File: src/rtl/fetch_pkg.sv
// -----------------------------------------------------------------------------
// fetch_pkg
// Shared definitions for the instruction fetch stage:
//   NOP_INSTR      canonical RV32I NOP (addi x0, x0, 0) used for bubbles
//   OPCODE_JAL     major opcode of JAL, used by the optional JAL predecode
//   fetch_state_t  request tracking states of the fetch FSM
//   j_imm()        extracts the sign-extended J-type immediate (bit0 = 0)
// -----------------------------------------------------------------------------
package fetch_pkg;

    localparam logic [31:0] NOP_INSTR  = 32'h0000_0013;
    localparam logic [6:0]  OPCODE_JAL = 7'b1101111;

    // IDLE: request out; WAIT: response pending; HOLD: response parked in
    // the hold buffer; DROP: response pending but must be thrown away.
    typedef enum logic [1:0] {
        ST_IDLE = 2'd0,
        ST_WAIT = 2'd1,
        ST_HOLD = 2'd2,
        ST_DROP = 2'd3
    } fetch_state_t;

    // J-type immediate: imm[20|10:1|11|19:12] packed into instr[31:12].
    function automatic logic [31:0] j_imm(input logic [31:0] instr);
        return {{12{instr[31]}}, instr[19:12], instr[20], instr[30:21], 1'b0};
    endfunction

endpackage

File: src/rtl/fetch.sv
// -----------------------------------------------------------------------------
// fetch
// Instruction fetch stage with a single outstanding instruction-memory
// request, a one-entry hold buffer for responses that arrive while decode is
// stalled, and redirect (branch/jump) handling that flushes in-flight work.
//
// Parameters:
//   RESET_PC            first fetch address after reset
// Ports:
//   clk                 clock, rising edge
//   reset               asynchronous, active-high reset
//   i_pipe_stall        decode cannot accept; pipe outputs hold
//   i_Redirect          redirect request, highest priority
//   i_RedirectPC        redirect target (low two bits ignored)
//   o_ImemReq           imem request valid
//   o_ImemAddr          word-aligned fetch address (the PC)
//   i_ImemGnt           imem accepted the request this cycle
//   i_ImemRvalid        imem response valid
//   i_ImemRdata         imem response instruction word
//   o_pipe_PC           registered PC of the instruction sent to decode
//   o_pipe_Instruction  registered instruction (NOP for a bubble)
//   o_pipe_Valid        registered valid (0 = bubble)
//
// Configuration macro:
//   LIGHT_FETCH_JAL_PREDECODE_EN  when defined, an accepted JAL response
//                                 retargets the next fetch to PC + J-imm.
// -----------------------------------------------------------------------------
module fetch
    import fetch_pkg::*;
#(
    parameter logic [31:0] RESET_PC = 32'h0000_0000
) (
    input  logic        clk,
    input  logic        reset,
    input  logic        i_pipe_stall,
    input  logic        i_Redirect,
    input  logic [31:0] i_RedirectPC,
    output logic        o_ImemReq,
    output logic [31:0] o_ImemAddr,
    input  logic        i_ImemGnt,
    input  logic        i_ImemRvalid,
    input  logic [31:0] i_ImemRdata,
    output logic [31:0] o_pipe_PC,
    output logic [31:0] o_pipe_Instruction,
    output logic        o_pipe_Valid
);

    fetch_state_t state;
    logic [31:0]  pc;
    logic [31:0]  hold_pc;
    logic [31:0]  hold_instr;
    logic [31:0]  resp_pc;
    logic [31:0]  resp_next_pc;

    // The PC is bumped at grant time, so the outstanding request's address
    // is always one word behind it while a response is pending.
    assign resp_pc = pc - 32'd4;

`ifdef LIGHT_FETCH_JAL_PREDECODE_EN
    assign resp_next_pc = (i_ImemRdata[6:0] == OPCODE_JAL)
                          ? resp_pc + j_imm(i_ImemRdata) : pc;
`else
    assign resp_next_pc = pc;
`endif

    // A redirect cycle never issues a request: the PC is about to change.
    assign o_ImemReq  = (state == ST_IDLE) && !i_Redirect;
    assign o_ImemAddr = pc;

    always_ff @(posedge clk or posedge reset) begin
        if (reset) begin
            state              <= ST_IDLE;
            pc                 <= RESET_PC;
            hold_pc            <= 32'd0;
            hold_instr         <= 32'd0;
            o_pipe_PC          <= 32'd0;
            o_pipe_Instruction <= NOP_INSTR;
            o_pipe_Valid       <= 1'b0;
        end else if (i_Redirect) begin
            pc                 <= {i_RedirectPC[31:2], 2'b00};
            o_pipe_Instruction <= NOP_INSTR;
            o_pipe_Valid       <= 1'b0;
            hold_pc            <= 32'd0;
            hold_instr         <= 32'd0;
            case (state)
                ST_IDLE: state <= i_ImemGnt ? ST_DROP : ST_IDLE;
                ST_WAIT: state <= i_ImemRvalid ? ST_IDLE : ST_DROP;
                ST_HOLD: state <= ST_IDLE;
                // A response consumed in this same cycle already satisfies
                // the drop; otherwise keep waiting for the stale one.
                ST_DROP: state <= i_ImemRvalid ? ST_IDLE : ST_DROP;
            endcase
        end else begin
            case (state)
                ST_IDLE: begin
                    if (i_ImemGnt) begin
                        pc    <= pc + 32'd4;
                        state <= ST_WAIT;
                    end
                    if (!i_pipe_stall) begin
                        o_pipe_Instruction <= NOP_INSTR;
                        o_pipe_Valid       <= 1'b0;
                    end
                end
                ST_WAIT: begin
                    if (i_ImemRvalid) begin
                        pc <= resp_next_pc;
                        if (!i_pipe_stall) begin
                            o_pipe_PC          <= resp_pc;
                            o_pipe_Instruction <= i_ImemRdata;
                            o_pipe_Valid       <= 1'b1;
                            state              <= ST_IDLE;
                        end else begin
                            hold_pc    <= resp_pc;
                            hold_instr <= i_ImemRdata;
                            state      <= ST_HOLD;
                        end
                    end else if (!i_pipe_stall) begin
                        o_pipe_Instruction <= NOP_INSTR;
                        o_pipe_Valid       <= 1'b0;
                    end
                end
                ST_HOLD: begin
                    if (!i_pipe_stall) begin
                        o_pipe_PC          <= hold_pc;
                        o_pipe_Instruction <= hold_instr;
                        o_pipe_Valid       <= 1'b1;
                        state              <= ST_IDLE;
                    end
                end
                ST_DROP: begin
                    if (i_ImemRvalid) begin
                        state <= ST_IDLE;
                    end
                    if (!i_pipe_stall) begin
                        o_pipe_Instruction <= NOP_INSTR;
                        o_pipe_Valid       <= 1'b0;
                    end
                end
            endcase
        end
    end

endmodule
File: config.mk
export PLATFORM = sky130hd
export DESIGN_NAME = fetch
export DESIGN_NICKNAME = d
export VERILOG_FILES = /design/src/rtl/fetch_pkg.sv /design/src/rtl/fetch.sv
export SDC_FILE = /design/constraint.sdc
export NUM_CORES = 1
export LEC_CHECK = 0
export CORE_UTILIZATION = 56
export CTS_CLUSTER_SIZE = 14
export DETAILED_ROUTE_END_ITERATION = 10
export PLACE_DENSITY = 0.9
export SLEW_MARGIN = 20
export SYNTH_ARGS = -nofsm -noshare
export SYNTH_HDL_FRONTEND = slang
export SYNTH_SLANG_ARGS = --single-unit
File: constraint.sdc
create_clock -name clk -period 9.8 [get_ports clk]
set_clock_uncertainty 0.15 [all_clocks]
set_input_delay 1.47 -clock clk [delete_from_list [all_inputs] [get_ports clk]]
set_output_delay 1.47 -clock clk [all_outputs]
set_load 0.05 [all_outputs]
Word level (Yosys, flattened, before mapping)
Index checks and enable logic that the tools add are counted.

cells by class
  reductions and logical operators = 16
  multipliers = 0
  divide/modulo/power cells = 0
  shift-type cells = 0
  multiplexer cells = 36
  bitwise logic cells = 1
  $add $sub $neg = 2
  eq/ne operators = 11
  order comparisons = 0

operator list
  operator                                                               count
  32-bit 2-to-1 mux                                                      19
  32-bit one-hot mux with 3 select lines                                 1
  32-bit one-hot mux with 2 select lines                                 1
  32-bit by 3-bit adder with 32-bit output (second input constant)       1
  32-bit by 3-bit subtractor with 32-bit output (second input constant)  1
  2-bit 2-to-1 mux                                                       8
  3-bit != test (second input constant)                                  4
  2-bit nonzero test                                                     6
  2-bit one-hot mux with 4 select lines                                  1
  2-bit != test (second input constant)                                  3
  2-bit one-hot mux with 3 select lines                                  1
  5-bit AND reduction                                                    1
  2-bit == test (second input constant)                                  2
  1-bit 2-to-1 mux                                                       4
  4-bit != test (second input constant)                                  1
  2-bit AND reduction                                                    2
  4-bit AND reduction                                                    1
  2-bit OR reduction                                                     2
  1-bit one-hot mux with 3 select lines                                  1
  3-bit AND reduction                                                    1
  2-bit by 1-bit == test with 1-bit output (second input constant)       1
  2-bit logical NOT                                                      1
  1-bit logical AND                                                      1
  1-bit logical NOT                                                      1
  1-bit inverter                                                         1

storage, ports and cells
  bits in latches = 0
  bits in read-only memories = 0
  logic and storage cells = 73
  RAM bits = 0
  flip-flop bits (word level) = 163
  memories kept = 0

Logic depth before layout (Yosys ltp)
Gate-level depths: netlist of the first run.

  depth in word-level cells = 5
  gate-level depth with buffers = 10

Least setup slack after synthesis of the first run
OpenSTA, ideal clock, no wires.

  path kind = input -> output
  start = input i_Redirect
  end = output o_ImemReq
  setup slack = 5.434 ns
  stages = 4
  required time = 8.180 ns
  arrival = 2.746 ns
  path buffers = 3
  cell sequence = clkbuf_1 clkbuf_1 clkbuf_1 nor2b_1

between the ends
  longest elaborated chain between the ends = 2

ends and longest elaborated chain
  element            line         RTL
  from (decl)        fetch.sv:36  input logic i_Redirect,
  1-bit logical NOT  fetch.sv:67  assign o_ImemReq = (state == ST_IDLE) && !i_Redirect;
  1-bit logical AND  fetch.sv:67
  to (decl)          fetch.sv:38  output logic o_ImemReq,

Every way passes these cells.

Worst setup path in the final report of the first run
Ends and elaborated chain as after synthesis.

==> metrics.md, run 1 <==
| Metric | Value |
|---|---|
| Reported net switching power | `around 1.2 mW` |
| Initial antenna violation count | `0` |
| Logic gate share of total power | `0.420` |
| Internal Power | `roughly 1.6 mW` |
| Slew headroom | `0.307` |
| Syn_area_per_cell | `slightly above 9 um^2` |
| Outcome | `completed` |
| CP Data Required Time | `8.18 ns` |
| Fin crit share | `0.465` |
| Post-synthesis compound-gate area fraction | `0.227` |
| Yosys warns | `0` |
| # DRC | `0` |
| Die ar. | `~15000 um^2` |
| Final antenna-violating net count | `0` |
| Post-CTS Hold Buffers | `0` |
| Root buf cell | `clkbuf_16` |
| Met3 WL | `1930 um` |
| Synth area leader | `dfrtp_1` |
| I/O Pins | `168` |
| Vias | `7605` |
| GP Congestion | `~0.86` |
| Initial Util | `0.573` |
| Async SR Flop Fraction | `1.00` |
| Yosys top cell area share | `0.469` |
| Final min period | `4.55 ns` |
| Max cap viols | `0` |
| Diode count | `0` |
| Vias in the first global route | `7136` |
| Drt wl/cell | `just under 20 um` |
| Nature of the critical path endpoint | `primary output` |
| Startpoint types | `primary input` |
| Chip width | `around 120 um` |
| PwrDens | `262 nW/um^2` |
| Clock latency on the worst-skew pair | `0.43 ns` |
| Final setup violation count | `0` |
| Hold Crit Class | `reg -> reg` |
| Fraction of layout cells with a size suffix above 1 | `0.0714` |
| Iteration-0 DRC Markers | `744` |
| Worst Path Max Fanout | `72` |
| DP Cell Count | `1174` |
| Leak | `4.47 nW` |
| Mapped Cells | `898` |
| Final net count | `approximately 1100` |
| Top post-synthesis cells by area | `dfrtp_1, nand2_1, o21ai_0` |
| Flops & latches, synth | `roughly 160` |
| Syn Std Cell Area | `8330 um^2` |
| Sw frac | `0.423` |
| Top-count cell post-synth | `dfrtp_1` |
| Synth unique cells | `54` |
| Setup TNS | `0 ns` |
| Clock Pin Slew Worst Setup and Hold Paths | `0.06 ns` |
| Synth Area in Simple Gates | `0.172` |
| RSZ-0062 raised after global routing | `no` |
| Post-synth EDFFs | `0` |
| Max rail drop VDD | `0.159 mV` |
| Largest family of logic cells by synthesized area | `compound AO/OA/AOI/OAI gates` |
| Synth Flop Type | `dfrtp_1` |
| CTS Buf Count | `17` |
| Commonest cells in the netlist | `dfrtp_1, nand2_1, o21ai_0` |
| Gr usage total | `0.306` |
| Htree depth | `4` |
| Port bufs | `163` |
| Final hold violations | `0` |
| Sequential share of the synthesized area | `0.478` |
| Die Y | `124 um` |
| Reg power frac | `0.324` |
| Post-CTS Setup Inserts | `0` |
| Area Overhead vs Synth | `27.1%` |
| Setup CP Type | `in -> out` |
| CTS tree | `done` |
| Post-synthesis mux area share | `0.0141` |
| Resize count post-CTS | `0` |
| Synth Area in Adders | `0.00901` |
| Global-route wire length before repair | `36000 um` |
| Slew Limit Fails | `0` |
| Wl on met1 | `9820 um` |
| Worst-margin pin slew | `between 1 and 1.5 ns` |
| DP HPWL | `14300 um` |
| WL final | `around 23000 um` |
| Clock network fraction of total power | `0.256` |
| Clock tree sinks | `159` |
| Max Used Layer | `met4` |
| Row cnt | `44` |
| Final std cells w/o fill | `1206` |
| Area of the core | `between 10000 and 15000 um^2` |
| Max Freq | `220 MHz` |
| Vias per cell | `6.31` |
| Gr ovfl total | `0` |
| Met2 routed WL | `around 11000 um` |
| Largest net degree at the start of global routing | `92` |
| Post-synthesis xor/xnor area fraction | `0.0515` |
| Clk buf depth | `2` |
| Worst EP arrival | `2.93 ns` |
| Drt pass-1 iters | `5` |
## critical path, cell delays in order
cell and delay (ns):
buf_2 0.07, buf_4 0.53, nor2b_1 0.12, clkdlybuf4s50_1 0.73
## registers in the layout, indices dropped and copies added (netlist names)
signal / count
o_pipe_Instruction: 32
state: 2
o_pipe_PC: 31
hold_pc: 31
o_ImemAddr: 30
hold_instr: 32
o_pipe_Valid: 1
## kinds of logic (layout without fill, tap and decap cells)
kind of cell,count (synthesis),count (layout)
AOI/OAI and AO/OA,279,279
xor gates and xnor gates,49,49
adders and majority gates,6,6
buffers and inverters,95,218
DFF,159,159
muxes,11,11
other,1,2
and+or+nand+nor,298,298
## layout by cell type, fill, tap and decap left out, types with 21 or more instances in the layout
| master | netlist | routed |
|---|---|---|
| a21oi_1 | 45 | 45 |
| xnor2_1 | 28 | 28 |
| nand2_1 | 136 | 136 |
| o21ai_0 | 75 | 75 |
| dfrtp_1 | 156 | 156 |
| clkdlybuf4s50_1 | 0 | 161 |
| nand3_1 | 32 | 32 |
| nor2_1 | 46 | 44 |
| a221oi_1 | 27 | 27 |
| a21o_1 | 29 | 29 |
| a22o_1 | 42 | 42 |
| xor2_1 | 21 | 21 |
## metrics by stage
step	power [mW]	hold slack (ns)	util	cell area, um^2	worst slack [ns]
finish	2.78	0.319	0.729	10600	5.25
CTS	2.77	0.320	0.729	10600	5.25
detailed placement	2.06	0.305	0.685	9950	5.26
global placement	2.03	0.302	0.685	9950	5.28
global route	2.89	0.349	0.729	10600	5.16
floorplan	1.68	0.287	-	8330	3.89
## worst paths after layout
path / end / from / slack [ns] / cells past startpoint
worst max-delay path: o_ImemReq / i_Redirect / 5.25 / 4
worst min-delay path: hold_pc[20] / hold_pc[20] / 0.32 / 2
worst max register to register: o_pipe_PC[15] / state[1] / 6.38 / 8
worst min register to register: hold_pc[20] / hold_pc[20] / 0.32 / 2
max in group asynchronous: o_pipe_Instruction[26] / reset / 6.65 / 3
min in group asynchronous: o_pipe_Instruction[5] / reset / 1.45 / 2
## layer usage
metal	up-vias	GRT usage
li1	3462	-
met1	3684	0.431
met2	408	0.471
met3	51	0.0563
met4	0	0.118
met5	-	0
## power groups by stage
stage               registers, mW  clock network (mW)  logic [mW]
finish                      0.900               0.712        1.17
global route                0.917               0.746        1.23
CTS                         0.897               0.715        1.16
detailed placement          0.906                   0        1.15
global placement            0.898                   0        1.13
floorplan                    1.23                   0       0.446
## final cells by class
cell class                 count  area, um^2
sequential                   159        3980
multi-input combinational    645        3980
fill                        1047        3950
timing repair buffer         175        1710
clock buffer                  19         453
tap                          184         230
clock inverter                13         186
inverter                      11        46.3
Power figures use the tool's default switching activity.
==> run 2: changes to the inputs <==
--- a/config.mk
+++ b/config.mk
@@ -5,10 +5,10 @@
 export SDC_FILE = /design/constraint.sdc
 export NUM_CORES = 1
 export LEC_CHECK = 0
-export CORE_UTILIZATION = 56
+export CORE_UTILIZATION = 47
 export CTS_CLUSTER_SIZE = 14
 export DETAILED_ROUTE_END_ITERATION = 10
-export PLACE_DENSITY = 0.9
+export PLACE_DENSITY = 0.81
 export SLEW_MARGIN = 20
 export SYNTH_ARGS = -nofsm -noshare
 export SYNTH_HDL_FRONTEND = slang
==> constraint.sdc (replaced) <==
create_clock -name clk -period 3.8 [get_ports clk]
set_clock_uncertainty 0.15 [all_clocks]
set_input_delay 0.57 -clock clk [delete_from_list [all_inputs] [get_ports clk]]
set_output_delay 0.57 -clock clk [all_outputs]
set_load 0.05 [all_outputs]
==> run 2 against run 1 <==
- worst hold slack improved by 0.0035 ns
- register-to-register slack got worse by 5.4 ns
- combinational power rose to 2.6 times the previous value
- final area increased by 0.76%
- core utilization shrank 11 points
- sequential share of layout area down 0.28 points
- largest cell class is now multi-input gates
- largest power group unchanged
==> metrics.md, run 2 (synthesis gave the netlist of run 1 again) <==
| Metric | Value |
|---|---|
| Global-route wire length before repair | `37400 um (was 36000 um)` |
| Fin crit share | `0.793` |
| Clock latency on the worst-skew pair | `0.42 ns (was 0.43 ns)` |
| # DRC | `0 (unchanged)` |
| Setup TNS | `0 ns (unchanged)` |
| Crit-path max cell delay | `0.83 ns (was 0.73 ns)` |
| Post-CTS Hold Buffers | `0 (unchanged)` |
| Final Power | `7.02 mW (was 2.78 mW)` |
| Max rail drop VDD | `0.476 mV (was 0.159 mV)` |
| Area of the core | `17300 um^2 (was 14500 um^2)` |
| PwrDens | `658 nW/um^2 (was 262 nW/um^2)` |
| Max cap viols | `0 (unchanged)` |
| Slew headroom | `0.427 (was 0.307)` |
| Reg area | `3980 um^2 (unchanged)` |
| Final antenna-violating net count | `0 (unchanged)` |
| Logic gate share of total power | `0.431 (was 0.420)` |
| Post-route worst setup slack | `0.787 ns (was 5.25 ns)` |
| Internal Power | `3.99 mW (was 1.60 mW)` |
| Worst EP arrival | `2.29 ns (was 2.93 ns)` |
| WL final | `22800 um (was 23200 um)` |
| Root buf cell | `clkbuf_16 (unchanged)` |
| Nature of the critical path endpoint | `primary output (unchanged)` |
| Top Registers | `hold_instr x32, o_pipe_Instruction x32 (unchanged)` |
| Final setup violation count | `0 (unchanged)` |
| Worst-margin pin slew | `0.859 ns (was 1.04 ns)` |
| Resize count post-CTS | `0 (unchanged)` |
| Clock network fraction of total power | `0.240 (was 0.256)` |
| Vias in the first global route | `7239 (was 7136)` |
| Setup CP Type | `reg -> out (was in -> out)` |
| Port bufs | `163 (unchanged)` |
| WP buf/inv | `2 (was 3)` |
| Gr ovfl total | `0 (unchanged)` |
| Slew Limit Fails | `0 (unchanged)` |
| Fraction of layout cells with a size suffix above 1 | `0.0795 (was 0.0714)` |
| Clock tree sinks | `159 (unchanged)` |
| Final min period | `3.01 ns` |
| Diode count | `0 (unchanged)` |
| Final net count | `1094 (was 1085)` |
| Gr usage total | `0.259 (was 0.306)` |
| Footprint of the multi-input gates | `3980 um^2 (about the same)` |
| Outcome | `completed (unchanged)` |
| Clock Pin Slew Worst Setup and Hold Paths | `0.06 ns (about the same)` |
| Final Util | `0.617 (was 0.729)` |
| Most common cell after layout, fill and taps aside | `clkdlybuf4s50_1 (unchanged)` |
| Hold Crit Class | `reg -> reg (unchanged)` |
| CTS Buf Count | `17 (unchanged)` |
| Final hold violations | `0 (unchanged)` |
| Drt wl/cell | `18.1 um (was 19.2 um)` |
| CP Data Required Time | `3.08 ns (was 8.18 ns)` |
| Reg power frac | `0.330 (was 0.324)` |
| Critical path, cell by cell | `inv_1 -> ha_1 -> nor2b_1 -> clkdlybuf4s50_1 (was buf_2 -> buf_4 -> nor2b_1 -> clkdlybuf4s50_1)` |
| Initial Util | `0.481 (was 0.573)` |
| RSZ-0062 raised after global routing | `no (unchanged)` |
| GP Congestion | `0.860 (about the same)` |
| I/O Pins | `168 (unchanged)` |
| Sw frac | `0.431 (was 0.423)` |
| Vias | `7514 (was 7605)` |
| Largest net degree at the start of global routing | `160 (was 92)` |
| Die Y | `135 um (was 124 um)` |
| Reported net switching power | `3.02 mW (was 1.18 mW)` |
| Leak | `4.51 nW (was 4.47 nW)` |
| Place WS | `1.05 ns (was 5.26 ns)` |
| DP HPWL | `14800 um (was 14300 um)` |
| CTS tree | `done (unchanged)` |
| Area Overhead vs Synth | `28.1% (was 27.1%)` |
| Row cnt | `48 (was 44)` |
| Iteration-0 DRC Markers | `614 (was 744)` |
| Die ar. | `18300 um^2 (was 15400 um^2)` |
| Most frequent cells in the layout | `clkdlybuf4s50_1, dfrtp_1, nand2_1, o21ai_0, a21oi_1 (unchanged)` |
| CP top delay family | `buffers and inverters (unchanged)` |
| Chip width | `135 um (was 124 um)` |
| FILL cells | `1412 (was 1047)` |
| Vias per cell | `5.98 (was 6.31)` |
| Startpoint types | `flip-flop (was primary input)` |
| Worst Path Max Fanout | `8 (was 72)` |
| Clk buf depth | `2 (unchanged)` |
| Htree depth | `4 (unchanged)` |
| Initial antenna violation count | `0 (unchanged)` |
| Crit path max-delay cell type | `clkdlybuf4s50_1 (unchanged)` |
| Drt pass-1 iters | `8 (was 5)` |
| Max Freq | `332 MHz` |
| Post-CTS Setup Inserts | `0 (unchanged)` |
==> run 2: cell count changes in the layout (fill, tap and decap cells not counted) <==
cell        previous run  this run
nor2_4                 0         1
inv_6                  2         3
buf_4                 12        20
clkinv_2               2         3
clkbuf_8               2         4
buf_12                 0         1
nor2_2                 2         1
clkinvlp_4             4         3
bufinv_16              4         1
==> run 2: power groups by stage <==
stage	logic (mW)	clock network, mW	registers [mW]
after detailed placement	3.01	0	2.33
final	3.02	1.68	2.31
after global routing	3.23	1.77	2.36
after floorplan	1.15	0	3.18
after global placement	2.98	0	2.32
after CTS	3.03	1.70	2.31
==> run 2: worst min-delay path: cells and delay by family (launching register included) <==
family,cells,cell delay (ns)
flip-flops,1,0.34
AND/OR/NAND/NOR,1,0.04
AO/OA/AOI/OAI,1,0.06
==> run 2: cell type report <==
class                   count  area share
multi-input cells         645       0.373
flip-flops and latches    159       0.373
repair buffers            184       0.168
clock buffers              21      0.0450
well taps                 225      0.0264
clock inverters            11     0.00973
inverters                  11     0.00422
==> run 2: routing by layer <==
layer  GRT usage  share of wire  wire length (um)  up-vias
met3      0.0465          0.064              1460       43
met5           0              0                 0        -
met4       0.104          0.026               602        0
met2       0.386           0.45             10400      301
li1            -              -                 -     3488
met1       0.372           0.45             10400     3682
==> run 2: metrics by stage <==
stage	area, um^2	hold WS [ns]	std cells
after floorplan	8340	0.287	899
after global placement	10100	0.301	1224
after detailed placement	10100	0.313	1224
after CTS	10700	0.326	1256
after global routing	10700	0.344	1256
final	10700	0.323	1256
==> run 2: worst paths after layout <==
path | from | endpoint | slack [ns] | cells past startpoint
setup / recovery | state[1] | o_ImemReq | 0.79 | 4
setup reg to reg | state[1] | o_pipe_Instruction[18] | 1.03 | 8
hold / removal | hold_pc[19] | hold_pc[19] | 0.32 | 2
min in group asynchronous | reset | o_pipe_PC[5] | 0.62 | 3
max in group asynchronous | reset | o_ImemAddr[4] | 2.28 | 3
hold reg to reg | hold_pc[19] | hold_pc[19] | 0.32 | 2
